### config.mk
export PLATFORM = sky130hd
export DESIGN_NAME = pwm_preconditioner_flat
export DESIGN_NICKNAME = d
export VERILOG_FILES = /design/src/rtl/pwm_preconditioner_pkg.sv /design/src/rtl/pwm_preconditioner_if.sv /design/src/rtl/pwm_edge_calc.sv /design/src/rtl/pwm_preconditioner.sv /design/src/flat_wrapper.sv
export SDC_FILE = /design/constraint.sdc
export NUM_CORES = 1
export LEC_CHECK = 0
export ABC_AREA = 1
export CORE_ASPECT_RATIO = 0.9
export CORE_MARGIN = 5
export CORE_UTILIZATION = 52
export DETAILED_ROUTE_END_ITERATION = 16
export PLACE_DENSITY = 0.81
export REMOVE_ABC_BUFFERS = 1
export SETUP_SLACK_MARGIN = 0.4
export SYNTH_ARGS = -nofsm -noshare
export SYNTH_HDL_FRONTEND = slang
export SYNTH_HIERARCHICAL = 1
export SYNTH_SLANG_ARGS = --single-unit
### constraint.sdc
create_clock -name CLK -period 3.5 [get_ports CLK]
set_clock_uncertainty 0.2 [all_clocks]
set_input_delay 0.7 -clock CLK [delete_from_list [all_inputs] [get_ports CLK]]
set_output_delay 0.7 -clock CLK [all_outputs]
set_load 0.01 [all_outputs]
### src/rtl/pwm_preconditioner_pkg.sv
// rtl/pwm_preconditioner_pkg.sv - shared defaults, FSM states and RAM word layout
package pwm_preconditioner_pkg;

  localparam int WIDTH_DEF     = 13;
  localparam int TRANS_NUM_DEF = 249;
  localparam int IDX_W_DEF     = 8;
  localparam int RAM_LAT_DEF   = 2;

  // RAM word is {PHASE, DUTY}: duty in the low field, phase directly above it
  localparam int DUTY_OFS = 0;

  typedef enum logic [1:0] {
    ST_IDLE  = 2'd0,
    ST_FETCH = 2'd1,
    ST_DRAIN = 2'd2
  } state_t;

  function automatic int phase_ofs(input int width);
    return DUTY_OFS + width;
  endfunction

endpackage

### src/rtl/pwm_preconditioner_if.sv
// rtl/pwm_preconditioner_if.sv - RAM read port and edge result stream
interface pwm_preconditioner_if
  import pwm_preconditioner_pkg::*;
#(
  parameter int WIDTH = WIDTH_DEF,
  parameter int IDX_W = IDX_W_DEF
);

  logic [IDX_W-1:0]   RAM_ADDR;
  logic [2*WIDTH-1:0] RAM_DATA;
  logic               OUT_VALID;
  logic [IDX_W-1:0]   OUT_IDX;
  logic [WIDTH-1:0]   LEFT;
  logic [WIDTH-1:0]   RIGHT;
  logic               OVER;

  modport master (
    output RAM_ADDR,
    input  RAM_DATA,
    output OUT_VALID,
    output OUT_IDX,
    output LEFT,
    output RIGHT,
    output OVER
  );

  modport slave (
    input  RAM_ADDR,
    output RAM_DATA,
    input  OUT_VALID,
    input  OUT_IDX,
    input  LEFT,
    input  RIGHT,
    input  OVER
  );

endinterface

### src/rtl/pwm_edge_calc.sv
// rtl/pwm_edge_calc.sv - three-stage (duty, phase) to (left, right, over) pipeline
module pwm_edge_calc
  import pwm_preconditioner_pkg::*;
#(
  parameter int WIDTH = WIDTH_DEF,
  parameter int IDX_W = IDX_W_DEF
) (
  input  logic               CLK,
  input  logic               RST_N,
  input  logic [WIDTH-1:0]   cycle,
  input  logic               in_valid,
  input  logic [IDX_W-1:0]   in_idx,
  input  logic [2*WIDTH-1:0] in_data,
  output logic               out_valid,
  output logic [IDX_W-1:0]   out_idx,
  output logic [WIDTH-1:0]   left,
  output logic [WIDTH-1:0]   right,
  output logic               over
);

  localparam int PHASE_OFS = phase_ofs(WIDTH);

  logic [WIDTH-1:0] duty, phase, d_clip, h_lo, h_hi;

  logic             v1_q;
  logic [IDX_W-1:0] idx1_q;
  logic [WIDTH-1:0] p1_q, hlo1_q, hhi1_q;

  logic                    v2_q;
  logic [IDX_W-1:0]        idx2_q;
  logic signed [WIDTH+1:0] l2_q, r2_q;

  logic signed [WIDTH+1:0] c_ext;
  logic [WIDTH-1:0]        left_d, right_d;
  logic                    over_d;

  assign c_ext = $signed({2'b00, cycle});

  // S1 combinational: clamp duty to the period and split it around the phase centre
  always_comb begin
    duty   = in_data[DUTY_OFS +: WIDTH];
    phase  = in_data[PHASE_OFS +: WIDTH];
    d_clip = (duty > cycle) ? cycle : duty;
    h_lo   = d_clip >> 1;
    h_hi   = d_clip - h_lo;
  end

  // S1 register: halves, phase, valid and index
  always_ff @(posedge CLK or negedge RST_N) begin
    if (!RST_N) begin
      v1_q   <= 1'b0;
      idx1_q <= '0;
      p1_q   <= '0;
      hlo1_q <= '0;
      hhi1_q <= '0;
    end else begin
      v1_q   <= in_valid;
      idx1_q <= in_idx;
      p1_q   <= phase;
      hlo1_q <= h_lo;
      hhi1_q <= h_hi;
    end
  end

  // S2 register: raw edges, widened so negative and beyond-period values survive
  always_ff @(posedge CLK or negedge RST_N) begin
    if (!RST_N) begin
      v2_q   <= 1'b0;
      idx2_q <= '0;
      l2_q   <= '0;
      r2_q   <= '0;
    end else begin
      v2_q   <= v1_q;
      idx2_q <= idx1_q;
      l2_q   <= $signed({2'b00, p1_q}) - $signed({2'b00, hlo1_q});
      r2_q   <= $signed({2'b00, p1_q}) + $signed({2'b00, hhi1_q});
    end
  end

  // S3 combinational: fold whichever edge fell outside [0, cycle) back into range
  always_comb begin
    left_d  = l2_q[WIDTH-1:0];
    right_d = r2_q[WIDTH-1:0];
    over_d  = 1'b0;
    if (l2_q[WIDTH+1]) begin
      left_d = WIDTH'(l2_q + c_ext);
      over_d = 1'b1;
    end else if (r2_q >= c_ext) begin
      right_d = WIDTH'(r2_q - c_ext);
      over_d  = 1'b1;
    end
  end

  // S3 register: results update only with valid data and otherwise hold
  always_ff @(posedge CLK or negedge RST_N) begin
    if (!RST_N) begin
      out_valid <= 1'b0;
      out_idx   <= '0;
      left      <= '0;
      right     <= '0;
      over      <= 1'b0;
    end else begin
      out_valid <= v2_q;
      if (v2_q) begin
        out_idx <= idx2_q;
        left    <= left_d;
        right   <= right_d;
        over    <= over_d;
      end
    end
  end

endmodule

### src/rtl/pwm_preconditioner.sv
// rtl/pwm_preconditioner.sv - per-frame RAM walk feeding the edge pipeline
module pwm_preconditioner
  import pwm_preconditioner_pkg::*;
#(
  parameter int WIDTH     = WIDTH_DEF,
  parameter int TRANS_NUM = TRANS_NUM_DEF,
  parameter int IDX_W     = IDX_W_DEF,
  parameter int RAM_LAT   = RAM_LAT_DEF  // at least 1: the RAM is registered
) (
  input  logic             CLK,
  input  logic             RST_N,
  input  logic             START,
  input  logic [WIDTH-1:0] CYCLE,
  output logic             BUSY,
  output logic             DONE,
  pwm_preconditioner_if.master bus
);

  localparam logic [IDX_W-1:0] LAST = IDX_W'(TRANS_NUM - 1);

  state_t           state_q, state_d;
  logic [IDX_W-1:0] addr_q, addr_d;
  logic [WIDTH-1:0] cycle_q;
  logic             done_q, done_d;
  logic             issue;

  logic [RAM_LAT-1:0] dly_v;
  logic [IDX_W-1:0]   dly_idx [RAM_LAT];

  // Frame state, address counter, latched period and done pulse
  always_ff @(posedge CLK or negedge RST_N) begin
    if (!RST_N) begin
      state_q <= ST_IDLE;
      addr_q  <= '0;
      cycle_q <= '0;
      done_q  <= 1'b0;
    end else begin
      state_q <= state_d;
      addr_q  <= addr_d;
      done_q  <= done_d;
      if (state_q == ST_IDLE && START) cycle_q <= CYCLE;
    end
  end

  // Next state: one address per clock while fetching, then wait for the last result
  always_comb begin
    state_d = state_q;
    addr_d  = addr_q;
    issue   = 1'b0;
    done_d  = 1'b0;
    case (state_q)
      ST_IDLE: begin
        if (START) begin
          addr_d  = '0;
          state_d = ST_FETCH;
        end
      end
      ST_FETCH: begin
        issue = 1'b1;
        if (addr_q == LAST) state_d = ST_DRAIN;
        else                addr_d  = addr_q + 1'b1;
      end
      ST_DRAIN: begin
        done_d = bus.OUT_VALID && (bus.OUT_IDX == LAST);
        if (done_q) state_d = ST_IDLE;
      end
      default: state_d = ST_IDLE;
    endcase
  end

  // Carry valid and index alongside the RAM read so they meet its data
  always_ff @(posedge CLK or negedge RST_N) begin
    if (!RST_N) begin
      dly_v <= '0;
      for (int i = 0; i < RAM_LAT; i++) dly_idx[i] <= '0;
    end else begin
      dly_v[0]   <= issue;
      dly_idx[0] <= addr_q;
      for (int i = 1; i < RAM_LAT; i++) begin
        dly_v[i]   <= dly_v[i-1];
        dly_idx[i] <= dly_idx[i-1];
      end
    end
  end

  assign bus.RAM_ADDR = addr_q;
  assign BUSY         = (state_q != ST_IDLE);
  assign DONE         = done_q;

  pwm_edge_calc #(
    .WIDTH (WIDTH),
    .IDX_W (IDX_W)
  ) u_edge_calc (
    .CLK       (CLK),
    .RST_N     (RST_N),
    .cycle     (cycle_q),
    .in_valid  (dly_v[RAM_LAT-1]),
    .in_idx    (dly_idx[RAM_LAT-1]),
    .in_data   (bus.RAM_DATA),
    .out_valid (bus.OUT_VALID),
    .out_idx   (bus.OUT_IDX),
    .left      (bus.LEFT),
    .right     (bus.RIGHT),
    .over      (bus.OVER)
  );

endmodule

### src/flat_wrapper.sv
// flat-port wrapper written by rule: the top's interface ports become plain ports
module pwm_preconditioner_flat import pwm_preconditioner_pkg::*;
#(
  parameter int WIDTH     = WIDTH_DEF,
  parameter int TRANS_NUM = TRANS_NUM_DEF,
  parameter int IDX_W     = IDX_W_DEF,
  parameter int RAM_LAT   = RAM_LAT_DEF                                      
)
  (CLK, RST_N, START, CYCLE, BUSY, DONE, bus_RAM_ADDR, bus_RAM_DATA, bus_OUT_VALID, bus_OUT_IDX, bus_LEFT, bus_RIGHT, bus_OVER);
  pwm_preconditioner_if #(.WIDTH(WIDTH), .IDX_W(IDX_W)) bus_i ();
  input  logic CLK;
  input  logic RST_N;
  input  logic START;
  input  logic [WIDTH-1:0] CYCLE;
  output logic BUSY;
  output logic DONE;
  output wire logic [$bits(bus_i.RAM_ADDR)-1:0] bus_RAM_ADDR;
  input wire logic [$bits(bus_i.RAM_DATA)-1:0] bus_RAM_DATA;
  output wire logic [$bits(bus_i.OUT_VALID)-1:0] bus_OUT_VALID;
  output wire logic [$bits(bus_i.OUT_IDX)-1:0] bus_OUT_IDX;
  output wire logic [$bits(bus_i.LEFT)-1:0] bus_LEFT;
  output wire logic [$bits(bus_i.RIGHT)-1:0] bus_RIGHT;
  output wire logic [$bits(bus_i.OVER)-1:0] bus_OVER;
  assign bus_RAM_ADDR = bus_i.RAM_ADDR;
  assign bus_i.RAM_DATA = bus_RAM_DATA;
  assign bus_OUT_VALID = bus_i.OUT_VALID;
  assign bus_OUT_IDX = bus_i.OUT_IDX;
  assign bus_LEFT = bus_i.LEFT;
  assign bus_RIGHT = bus_i.RIGHT;
  assign bus_OVER = bus_i.OVER;
  pwm_preconditioner #(.WIDTH(WIDTH), .TRANS_NUM(TRANS_NUM), .IDX_W(IDX_W), .RAM_LAT(RAM_LAT)) u_core (.CLK(CLK), .RST_N(RST_N), .START(START), .CYCLE(CYCLE), .BUSY(BUSY), .DONE(DONE), .bus(bus_i));
endmodule
==> flow_metrics.tcl <==
set metrics [dict create \
    status "finished, final reports clean" \
    ys_types 49 \
    fin_crit_sh_pct 93.7 \
    clock_latency_ns 0.42 \
    grt_max_degree 56 \
    die-area_mm2 0.0195 \
    syn_area_mm2 0.00873 \
    grt_pass1_wl_um 37400 \
    min_period_ns 3.28 \
    vias 7562 \
    synthArstFlopShare_pct 100 \
    layout.cells.non_filler 1392 \
    synthToLayoutAreaGrowth_pct 35.2 \
    drive_gt1_share_pct 24.3 \
    worstMarginPinSlew_ns 0.543 \
    rows 45 \
    start_kind "register" \
    rsz0062_at_grt "true" \
    overflow 0 \
    gp_congestion 0.946 \
    globalRouteTotalUtil_pct 24.1 \
    max_clock_freq_ghz 0.305 \
    cts_tree "done" \
    vias_per_cell 5.43 \
    drtPass1Iterations 5 \
    port_buffers 87 \
    clock_path_buffers 2 \
    num_antenna_cells 0 \
    synth_cells 986 \
    drv_slew 0 \
    synth.area.top_cells "dfrtp_1 46%, nand2_1 11%, ha_1 11%" \
    finalHoldViolCount 0 \
    ios 88 \
    synth_area_per_cell_um2 8.86 \
    nNetsFinal 1290 \
    die_h_um 133 \
    ys_warn_count 6 \
    wl_per_cell_um 17.4 \
    setup_viol 0 \
    drtAntennaViolNets 0 \
    core-area_mm2 0.0167 \
    drc 0 \
    slew_headroom_pct 63.6 \
    endpoint_kind "register" \
    hpwl_um 16000 \
    root_buffer "clkbuf_16" \
    holdBufCountCts 0 \
    cap_violations 0 \
    synth_seq_cells 162 \
    antenna_found_initial 0 \
    synth_enable_flop_cells 0 \
    drt-initial-drc-count 704 \
    worst_ep_arrival_time_ns 3.39 \
    path_max_fanout 5 \
    power_density_mw_per_mm2 569 \
    dp.cells 1333 \
    yosysMostFrequentCell "nand2_1" \
    cts.sinks 162 \
    ys_seq_area_share_pct 46.4 \
    cts_buffers 17 \
    required_ns 3.61 \
    ys.flop_type "dfrtp_1" \
    grt_pass1_vias 7404 \
    synth.top_cell.area_share_pct 46.4 \
    leakagePower_uw 0.00575 \
    power_uw 6720 \
    initial_core_util_pct 52.4 \
    clk_pin_slew_ns 0.07 \
    die_w_um 147 \
    yosys.area.top_type "dfrtp_1" \
    peakVddDrop_mv 0.392 \
    synthTopCellsByCount "263 x nand2_1, 162 x dfrtp_1, 120 x inv_1" \
    routed_wl_um 24200 \
    hold_class "in -> async" \
    critPathKind "reg -> reg" \
    cts-htree-levels 4 \
]
layout make-up:
cell class | count | area, um2
clock buffer | 20 | 467
inverter | 128 | 488
timing repair buffer | 175 | 1580
sequential | 162 | 4050
tap | 211 | 264
multi-input combinational | 684 | 4810
fill | 1120 | 4860
clock inverter | 12 | 145
what timing repair did:
| item | 4_1_cts | 5_1_grt |
|---|---|---|
| resized for setup | 143 | 65 |
| cloned | 2 | 0 |
| endpoints found under the setup margin | 12 | 14 |
| setup buffers | 17 | 8 |
| pin swaps | 44 | 46 |
kinds of logic after synthesis:
logic type      count (synthesis)  share of synthesized area, %
simple gates                  410                          21.1
flops                         162                          46.4
compound gates                145                          9.51
buf+inv                       142                          6.49
fa+ha+maj                      80                          11.8
xor+xnor                       47                          4.71
where the power goes:
| group | switching [uW] | total, uW | leakage (uW) | internal (uW) |
|---|---|---|---|---|
| Sequential | 175 | 2350 | 0.00188 | 2170 |
| Clock | 791 | 1920 | 0.000293 | 1120 |
| Combinational | 1390 | 2460 | 0.00357 | 1070 |
sequential cells by signal, indices dropped and copies added, names as in the netlist, 2 cells and up:
signal and cells:
u_core/bus.RAM_ADDR 8, u_core/cycle_q 13, u_core/dly_idx 16, u_core/dly_v 2, u_core/state_q 2, u_core/u_edge_calc/hhi1_q 13
u_core/u_edge_calc/hlo1_q 12, u_core/u_edge_calc/idx1_q 8, u_core/u_edge_calc/idx2_q 8, u_core/u_edge_calc/l2_q 14, u_core/u_edge_calc/left 13, u_core/u_edge_calc/out_idx 8
u_core/u_edge_calc/p1_q 13, u_core/u_edge_calc/r2_q 14, u_core/u_edge_calc/right 13
cells in the final DEF (no fill, tap or decap), types with 6 or more instances in the layout:
cell and n:
nand4_1 8, nor3_1 7, buf_4 72, a21o_1 7, nor2_1 24, o21ai_0 29
clkdlybuf4s50_1 74, buf_6 15, ha_1 59, a21oi_1 47, o21ai_2 11, inv_1 101
a21oi_2 7, inv_2 23, nand3_2 11, nand2_1 235, nand3_1 47, xnor2_1 11
xor2_1 36, a21oi_4 6, nand2_4 21, o21ai_4 6, dlygate4sd2_1 7, ha_4 16
clkbuf_16 17, nand2_2 33, nor2_4 7, dfrtp_1 162
worst max-delay path, cell delays in order (launching register included):
cell,delay [ns]
dfrtp_1,0.42
inv_2,0.10
ha_1,0.30
nand2_1,0.06
inv_2,0.07
nand2_2,0.07
nor2_4,0.19
nand4_4,0.25
nand2_8,0.21
nand2_4,0.07
o21ai_4,0.06
buf_6,0.13
inv_2,0.04
ha_4,0.16
a21oi_4,0.17
o21ai_2,0.08
a221oi_2,0.36
nand2_2,0.08
nand2_1,0.08
nand2_1,0.05
routing by layer:
layer	GRT usage [%]	part of all wire [%]
met1	31.9	43
met4	7.16	2.3
met5	0	0
met3	3.90	5.4
met2	40.8	49
through the flow:
step | cell area (um2) | TNS, ns | setup slack (ns) | hold WS (ns) | utilization (%)
6_report | 11800 | 0 | 0.222 | 0.0465 | 70.9
3_5_place_dp | 10300 | -5.26 | -0.615 | 0.135 | 61.6
2_1_floorplan | 8650 | 0 | 0.0519 | 0.131 | -
4_1_cts | 11500 | 0 | 0.368 | 0.0468 | 68.8
3_3_place_gp | 10300 | -4.66 | -0.517 | 0.131 | 61.6
5_1_grt | 11800 | 0 | 0.155 | 0.0664 | 70.9
path summary, 6_finish.rpt:
check                                         startpoint                                       to  slack (ns)  depth (start not counted)
max in group asynchronous                          RST_N   u_core/u_edge_calc/idx2_q[2]$_DFF_PN0_        2.25                          2
setup reg to reg           u_core/cycle_q[7]$_DFFE_PN0P_  u_core/u_edge_calc/hhi1_q[12]$_DFF_PN0_        0.22                         19
min in group CLK            u_core/dly_idx[14]$_DFF_PN0_              u_core/dly_idx[6]$_DFF_PN0_        0.14                          0
setup / recovery           u_core/cycle_q[7]$_DFFE_PN0P_  u_core/u_edge_calc/hhi1_q[12]$_DFF_PN0_        0.22                         19
hold reg to reg             u_core/dly_idx[14]$_DFF_PN0_              u_core/dly_idx[6]$_DFF_PN0_        0.14                          0
hold / removal                                     RST_N       u_core/bus.RAM_ADDR[0]$_DFFE_PN0P_        0.05                          1
Power figures use the tool's default switching activity.
